--- config.mk ---
export PLATFORM = sky130hd
export DESIGN_NAME = bypass_scoreboard_ex
export DESIGN_NICKNAME = d
export VERILOG_FILES = /design/src/rtl/bypass_scoreboard_ex.sv
export SDC_FILE = /design/constraint.sdc
export NUM_CORES = 1
export LEC_CHECK = 0
export CORE_ASPECT_RATIO = 0.6
export CORE_UTILIZATION = 51
export CTS_BUF_LIST = sky130_fd_sc_hd__clkbuf_16
export DETAILED_ROUTE_END_ITERATION = 8
export PLACE_DENSITY = 0.89
export SETUP_SLACK_MARGIN = 0.5
export SYNTH_ARGS = -nofsm -noshare
export SYNTH_HDL_FRONTEND = slang
export SYNTH_SLANG_ARGS = --single-unit
--- constraint.sdc ---
create_clock -name clock -period 9.7 [get_ports clock]
set_clock_uncertainty 0.15 [all_clocks]
set_input_delay 1.455 -clock clock [delete_from_list [all_inputs] [get_ports clock]]
set_output_delay 1.455 -clock clock [all_outputs]
set_load 0.02 [all_outputs]
--- src/rtl/bypass_scoreboard_ex.sv ---
// EX-stage operand bypass with prioritised forwarding taps, tagged writeback and
// a per-register pending scoreboard that stalls EX on unresolved producers.

module bypass_scoreboard_ex_res #(
  parameter int XLEN   = 32,
  parameter int NREG   = 32,
  parameter int STAGES = 2,
  parameter int RW     = $clog2(NREG)
) (
  input  logic [RW-1:0]          src,
  input  logic [XLEN-1:0]        rf_data,
  input  logic [STAGES-1:0]      tap_valid,
  input  logic [STAGES-1:0]      tap_ready,
  input  logic [STAGES*RW-1:0]   tap_rd,
  input  logic [STAGES*XLEN-1:0] tap_data,
  input  logic                   wb_hit,
  input  logic [RW-1:0]          wb_rd,
  input  logic [XLEN-1:0]        wb_data,
  input  logic [NREG-1:0]        pending,
  output logic [XLEN-1:0]        val,
  output logic                   hazard
);
  logic found;

  always_comb begin
    val    = rf_data;
    hazard = 1'b0;
    found  = 1'b0;
    if (src == '0) begin
      val = '0;
    end else begin
      // youngest tap wins; a not-ready match blocks older sources entirely
      for (int i = 0; i < STAGES; i++) begin
        if (!found && tap_valid[i] && tap_rd[i*RW +: RW] == src) begin
          found = 1'b1;
          if (tap_ready[i]) val = tap_data[i*XLEN +: XLEN];
          else              hazard = 1'b1;
        end
      end
      if (!found) begin
        if (wb_hit && wb_rd == src) val = wb_data;
        else if (pending[src])      hazard = 1'b1;
      end
    end
  end
endmodule

module bypass_scoreboard_ex #(
  parameter int XLEN      = 32,
  parameter int NREG      = 32,
  parameter int STAGES    = 2,
  parameter int TAGW      = 3,
  parameter int MAX_STALL = 64,
  localparam int RW       = $clog2(NREG),
  localparam int CW       = $clog2(NREG+1)
) (
  input  logic                   clock,
  input  logic                   reset,
  input  logic                   idex_valid,
  input  logic [RW-1:0]          idex_rs1,
  input  logic [RW-1:0]          idex_rs2,
  input  logic [XLEN-1:0]        idex_rdA,
  input  logic [XLEN-1:0]        idex_rdB,
  input  logic                   idex_use_imm_a,
  input  logic                   issue_we,
  input  logic [RW-1:0]          issue_rd,
  input  logic [TAGW-1:0]        issue_tag,
  input  logic [STAGES-1:0]      tap_valid,
  input  logic [STAGES-1:0]      tap_ready,
  input  logic [STAGES*RW-1:0]   tap_rd,
  input  logic [STAGES*XLEN-1:0] tap_data,
  input  logic                   wb_valid,
  input  logic [RW-1:0]          wb_rd,
  input  logic [TAGW-1:0]        wb_tag,
  input  logic [XLEN-1:0]        wb_data,
  output logic [XLEN-1:0]        bypassOutA,
  output logic [XLEN-1:0]        bypassOutB,
  output logic                   stall,
  output logic [CW-1:0]          pending_cnt,
  output logic [15:0]            stall_cycles,
  output logic                   hazard_timeout
);
  logic [NREG-1:0]            pending_q, pending_d;
  logic [NREG-1:0][TAGW-1:0]  tag_q, tag_d;
  logic [CW-1:0]              pending_cnt_q, pending_cnt_d;
  logic [15:0]                stall_cycles_q, stall_cycles_d;
  logic                       hazard_timeout_q, hazard_timeout_d;

  logic                       wb_hit, issue_fire, haz_a;
  logic [1:0][RW-1:0]         src;
  logic [1:0][XLEN-1:0]       rf, val;
  logic [1:0]                 haz;

  // a writeback only counts if it belongs to the current owner of the register
  assign wb_hit     = wb_valid && wb_rd != '0 && pending_q[wb_rd] && tag_q[wb_rd] == wb_tag;
  assign issue_fire = idex_valid && issue_we && issue_rd != '0 && !stall;

  assign src = {idex_rs2, idex_rs1};
  assign rf  = {idex_rdB, idex_rdA};

  for (genvar g = 0; g < 2; g++) begin : g_res
    bypass_scoreboard_ex_res #(.XLEN(XLEN), .NREG(NREG), .STAGES(STAGES), .RW(RW)) u_res (
      .src(src[g]), .rf_data(rf[g]),
      .tap_valid(tap_valid), .tap_ready(tap_ready), .tap_rd(tap_rd), .tap_data(tap_data),
      .wb_hit(wb_hit), .wb_rd(wb_rd), .wb_data(wb_data), .pending(pending_q),
      .val(val[g]), .hazard(haz[g])
    );
  end

  assign bypassOutA = idex_use_imm_a ? XLEN'(idex_rs1) : val[0];
  assign bypassOutB = val[1];
  assign haz_a      = !idex_use_imm_a && haz[0];
  assign stall      = idex_valid && (haz_a || haz[1]);

  always_comb begin
    pending_d = pending_q;
    tag_d     = tag_q;
    if (wb_hit) pending_d[wb_rd] = 1'b0;
    // issue applied last so it wins over a same-cycle clear
    if (issue_fire) begin
      pending_d[issue_rd] = 1'b1;
      tag_d[issue_rd]     = issue_tag;
    end
    pending_d[0] = 1'b0;
    pending_cnt_d = '0;
    for (int r = 0; r < NREG; r++) pending_cnt_d = pending_cnt_d + CW'(pending_d[r]);
    if (!stall)                        stall_cycles_d = '0;
    else if (stall_cycles_q == 16'hFFFF) stall_cycles_d = stall_cycles_q;
    else                               stall_cycles_d = stall_cycles_q + 16'd1;
    hazard_timeout_d = hazard_timeout_q || (stall_cycles_d == 16'(MAX_STALL));
  end

  always_ff @(posedge clock) begin
    if (!reset) begin
      pending_q        <= '0;
      tag_q            <= '0;
      pending_cnt_q    <= '0;
      stall_cycles_q   <= '0;
      hazard_timeout_q <= 1'b0;
    end else begin
      pending_q        <= pending_d;
      tag_q            <= tag_d;
      pending_cnt_q    <= pending_cnt_d;
      stall_cycles_q   <= stall_cycles_d;
      hazard_timeout_q <= hazard_timeout_d;
    end
  end

  assign pending_cnt    = pending_cnt_q;
  assign stall_cycles   = stall_cycles_q;
  assign hazard_timeout = hazard_timeout_q;
endmodule
# Yosys cells after proc, flatten, opt, wreduce, memory -nomap -nowiden
# Cells that the tools add are included.
[totals]
register_bits = 151
input_bits = 206
output_inout_bits = 88
[classes]
n_addsub = 31
n_lt_le_gt_ge = 6
n_eq_ne = 9
mux = 57
bitwise_logic = 3
n_reduce_logical = 28
[ops]
columns = ["operator", "n"]
rows = [
  ["$mux 32", 17],
  ["$add 6x1->6", 25],
  ["$bwmux 96", 1],
  ["$and 32x32->32", 1],
  ["$mux 16", 2],
  ["$not 32->32", 1],
  ["$or 32x32->32", 1],
  ["$eq 5x5->1", 6],
  ["$mux 1", 28],
  ["$lt 5x6->1 const B", 4],
  ["$logic_and 1x1->1", 18],
  ["$add 16x1->16 const B", 1],
  ["$eq 16x16->1 const B", 1],
  ["$eq 16x7->1 const B", 1],
  ["$bmux 1 s5", 3],
  ["$bmux 3 s5", 1],
  ["$demux 3 s5", 1],
  ["$demux 1 s5", 2],
  ["$ge 5x1->1 const B", 2],
  ["$logic_not 5->1", 2],
  ["$reduce_bool 5->1", 2],
  ["$add 5x1->6", 1],
  ["$mux 3", 2],
  ["$add 4x1->5", 1],
  ["6 further kinds", 10],
]

# Longest topological paths before layout
[logic_depth]
ltp_word = 48
mapped_depth = 29
mapped_depth_nobuf = 23

# Cells and area by module
# A second synthesis with hierarchy kept.
[unflattened]
cells_unflattened = 1564
hier_area_um2 = 12605.8
[modules_own_cells]
columns = ["mod", "instances", "cells_each", "area_per_inst_um2"]
rows = [
  ["bypass_scoreboard_ex", 1, 1000, 8569.5],
  ["bypass_scoreboard_ex_res", 2, 282, 2018.2],
]

# Worst setup path after synthesis
# No wires, ideal clock.
[synth_path]
path_type = "input-to-reg"
from = "in wb_rd[1]"
to = "reg pending_cnt_q[4] (netlist: pending_cnt[4])"
t_arrival_ns = 8.178
required_time_ns = 9.422
path_slack_ns = 1.244
cell_stages = 29
path_buffers = 6
path_cell_list = "clkbuf_1 -> buf_2 -> buf_4 -> buf_6 -> buf_2 -> xor2_1 -> nor3_1 -> nand3_1 -> nand2_1 -> nand2_1 -> a21oi_1 -> buf_4 -> nand4_4 -> and2_1 -> fa_1 -> inv_1 -> fa_1 -> fa_1 -> fa_1 -> inv_1 -> fa_1 -> fa_1 -> fa_1 -> inv_1 -> fa_1 -> a21o_1 -> a21oi_1 -> xor2_1 -> nor2_1"
[synth_via]
elab_chain_len = 44
[synth_rtl]
columns = ["item", "line_no", "text"]
rows = [
  ["start, declared", "73", "input logic [RW-1:0] wb_rd,"],
  ["$bmux 3 s5 (tied with other cells)", "95", "assign wb_hit = wb_valid && wb_rd != '0 && pending_q[wb_rd] && tag_q[wb_rd] == wb_tag;"],
  ["$mux 3 (not written as such) (tied with other cells)", "95", ""],
  ["$eq 3x3->1 or $logic_and 1x1->1 (tied branches)", "95", ""],
  ["$logic_and 1x1->1", "95", ""],
  ["$logic_and 1x1->1", "41", "if (wb_hit && wb_rd == src) val = wb_data;"],
  ["$mux 1", "41", ""],
  ["$mux 1", "40", "if (!found) begin"],
  ["$mux 1", "29", "if (src == '0) begin"],
  ["(+5 left out)", "-", ""],
  ["$mux 32 (*)", "120", "if (issue_fire) begin"],
  ["$add 1x1->2", "126", "for (int r = 0; r < NREG; r++) pending_cnt_d = pending_cnt_d + CW'(pending_d[r]);"],
  ["$add 2x1->3", "126", ""],
  ["$add 3x1->4", "126", ""],
  ["$add 4x1->5", "126", ""],
  ["$add 5x1->6", "126", ""],
  ["$add 6x1->6 (24 in a row)", "126", ""],
  ["$add 6x1->6 (*)", "126", ""],
  ["end signal, assigned", "143", "pending_cnt_q <= pending_cnt_d;"],
  ["end, declared", "85", "logic [CW-1:0] pending_cnt_q, pending_cnt_d;"],
]
# Every way passes the cells marked *; elsewhere a longest branch is shown, timed or not. The select of a mux whose other input is x is not followed.
# A chain may end at the register's enable or synchronous reset.

# Worst setup path after layout
[layout_path]
from = "in wb_rd[0]"
to = "reg pending_cnt_q[4] (netlist: pending_cnt[4])"
# The elaborated chain is that of the path after synthesis.

==> metrics.txt <==
status completed; Root Driver clkbuf_16; CTS max path bufs 2; most common cell after layout, fill and taps aside mux2i_1; die span in y 120.2 um; total power 1719 uW; gr usage total 36.01%; Leak 0.007074 uW; syn_nets 1601; relative slew slack 13.72%; largest net degree at the start of global routing 65; Worst path most repeated cell fa_1; maxcap violations 0; core area 0.02244 mm2; share of layout cells above drive strength 1 9.247%; Die Footprint 0.02392 mm2; antenna violations before repair 2; Placer Congestion 1.030; Port Buf Inserts 293; crit share post-route 92.08%; antenna-violating nets left 0; Avg WL per Cell 22.32 um; vias in the first global route 11560; CTS tree done; DRT Pass-1 Iters 5; DRC viols 0; synthesized cell area 0.01188 mm2; RSZ-0062 raised after global routing false; Hold Path Class reg -> reg; via count 11910; Max VDD drop 0.1127 mV; CP Class in -> reg; Final Max Slew Viols 0; sequential fraction of the synthesis area 25.29%; Worst-path clk slew 0.06 ns; Critical Path Start Type input pin; WP data arrival 9.08 ns; FP Rows 42; syn_area_per_cell 8.706 um2; Setup TNS 0 ns; Final min period 8.932 ns; hpwl dp 33.32 mm; Hold Crit Depth 2; r2r setup slk 2.22 ns; top achievable clock speed 112.0 MHz; FF-to-FF End pending_cnt[4]; PwrDens 108.2 mW/mm2; Hold Crit Start tag_q[50]; Worst Max-Slew Pin Slew 1.291 ns; CP Capture Type register; Area Growth Syn to Fin 33.79%; EDFF count, synth 0; grt met1 use 51.73%; Initial Util 52.92%; crit path max fanout 10; met2 Use GR 52.25%; Avg Vias per Cell 6.128; reg2reg path depth 24; IO Pins 294; Worst R2R Start pending_q[5]; die width 199.0 um; Iter 0 DRT Violations 1341; # setup viols final 0; slowest CP cell or4bb_1; end of the worst hold path tag_q[50]; FFs w/ async S/R, synth 0%; CTS H-tree depth 4; Critical Path RT 9.85 ns; CTS Buf Count 17; Top delay family on crit path adder cells; Clock Latency Late Sink 0.44 ns; first-pass GRT wire length 65.95 mm; layout net count 1859; Syn. warnings 0; hold_buf cts 0; library cells used by synthesis 65; number of synthesized register bits 150; grt total ovfl 0; Post-Syn Instances 1364; WP depth 26; met3 global-route usage 12.16%; Post-synth top flop dfxtp_1; Post-Route WL 43.37 mm; Critical Path Source wb_rd[0]; grt peak-use layer met2; most frequent cells in the layout mux2i_1, clkdlybuf4s50_1, nor2_1; CTS Sinks 150; Final Hold Fails 0; worst path bufs/invs 6; CP peak stage delay 0.64 ns
cell type report:
cell class,count,area (um2)
Fill cell,1689,6551
Timing Repair Buffer,344,3371
Clock buffer,17,425.4
Clock inverter,13,196.4
Sequential cell,150,3003
Antenna cell,2,5.005
Inverter,35,131.4
Tap cell,308,385.4
Multi-Input combinational cell,1074,8371
worst max path at each step:
stage / to / slack (ns)
6_report: pending_cnt[4] / 0.77
5_1_grt: pending_cnt[4] / 0.46
4_1_cts: pending_cnt[4] / 0.66
3_5_place_dp: pending_cnt[4] / 0.23
3_3_place_gp: pending_cnt[4] / 0.25
2_1_floorplan: pending_cnt[4] / 1.24
routing by layer:
metal  share of wire [%]  vias to the layer above
li1                    -                     5401
met5                   0                        -
met2                  43                      701
met3                  12                       69
met4                 1.5                        0
met1                  44                     5736
synth_stat cells, types with 23 or more instances:
library cell,count,area share (%)
nand2_1,134,4.2
fa_1,23,3.9
xor2_1,24,1.8
inv_1,33,1.0
dfxtp_1,150,25
nor2_1,166,5.2
xnor2_1,23,1.7
o22ai_1,36,1.9
nand4_4,29,5.2
a21oi_1,97,4.1
mux2i_1,305,26
buf_2,29,1.2
clkbuf_1,58,1.8
and2_1,33,1.7
o31ai_1,25,1.6
worst reg2reg max path, cell delays in order (launching register included):
cell and delay [ns]:
dfxtp_1 0.40, mux4_2 0.51, mux2i_1 0.22, a22oi_1 0.15
o2111ai_1 0.12, o21ai_0 0.25, o2bb2ai_4 0.45, buf_12 0.22
nand4_4 0.17, and2_1 0.23, fa_1 0.57, fa_1 0.52
fa_1 0.54, inv_1 0.05, fa_1 0.48, inv_1 0.06
fa_1 0.50, fa_1 0.55, fa_1 0.18, inv_1 0.06
fa_1 0.40, a21o_1 0.20, a21oi_1 0.16, xor2_1 0.16
nor2_1 0.06
state kept, by name, summed over array words and instances, names as in the netlist:
name	count
hazard_timeout	1
pending_cnt	6
stall_cycles	16
tag_q	96
pending_q	31
power breakdown:
part	internal [uW]	switching, uW	leakage [uW]	total, uW
Combinational	179	197	0.00557	376
Sequential	618	2.54	0.00121	621
Clock	434	289	0.000298	723
metrics by stage:
stage | area [um2] | hold WS, ns | utilization [%] | setup slack [ns] | instances
6_report | 15890 | 0.3124 | 70.80 | 0.7683 | 1943
5_1_grt | 15880 | 0.3287 | 70.78 | 0.4628 | 1941
4_1_cts | 15790 | 0.3136 | 70.36 | 0.6583 | 1939
3_5_place_dp | 15170 | 0.2962 | 67.59 | 0.2333 | 1909
3_3_place_gp | 15170 | 0.2945 | 67.59 | 0.2476 | 1909
2_1_floorplan | 11880 | 0.2791 | - | 1.244 | 1364
cells by family (layout without fill, tap and decap cells):
family                   count (synthesis)  after routing  synth area share [%]
adder cells (fa/ha/maj)                 31             31                 4.720
other                                    0              2                     0
buffers and inverters                  140            409                 5.142
AND/OR/NAND/NOR                        470            470                 22.75
XOR/XNOR                                47             47                 3.466
multiplexers                           319            319                 27.98
AO/OA/AOI/OAI                          207            207                 10.65
flip-flops                             150            150                 25.29
what timing repair did:
action / CTS / global route
gates resized for setup: 0 / 17
endpoints found under the hold margin: 0 / 0
buffers inserted: 0 / 2
endpoints found under the setup margin: 0 / 3
Note: power is estimated with default switching activity, not from simulation.
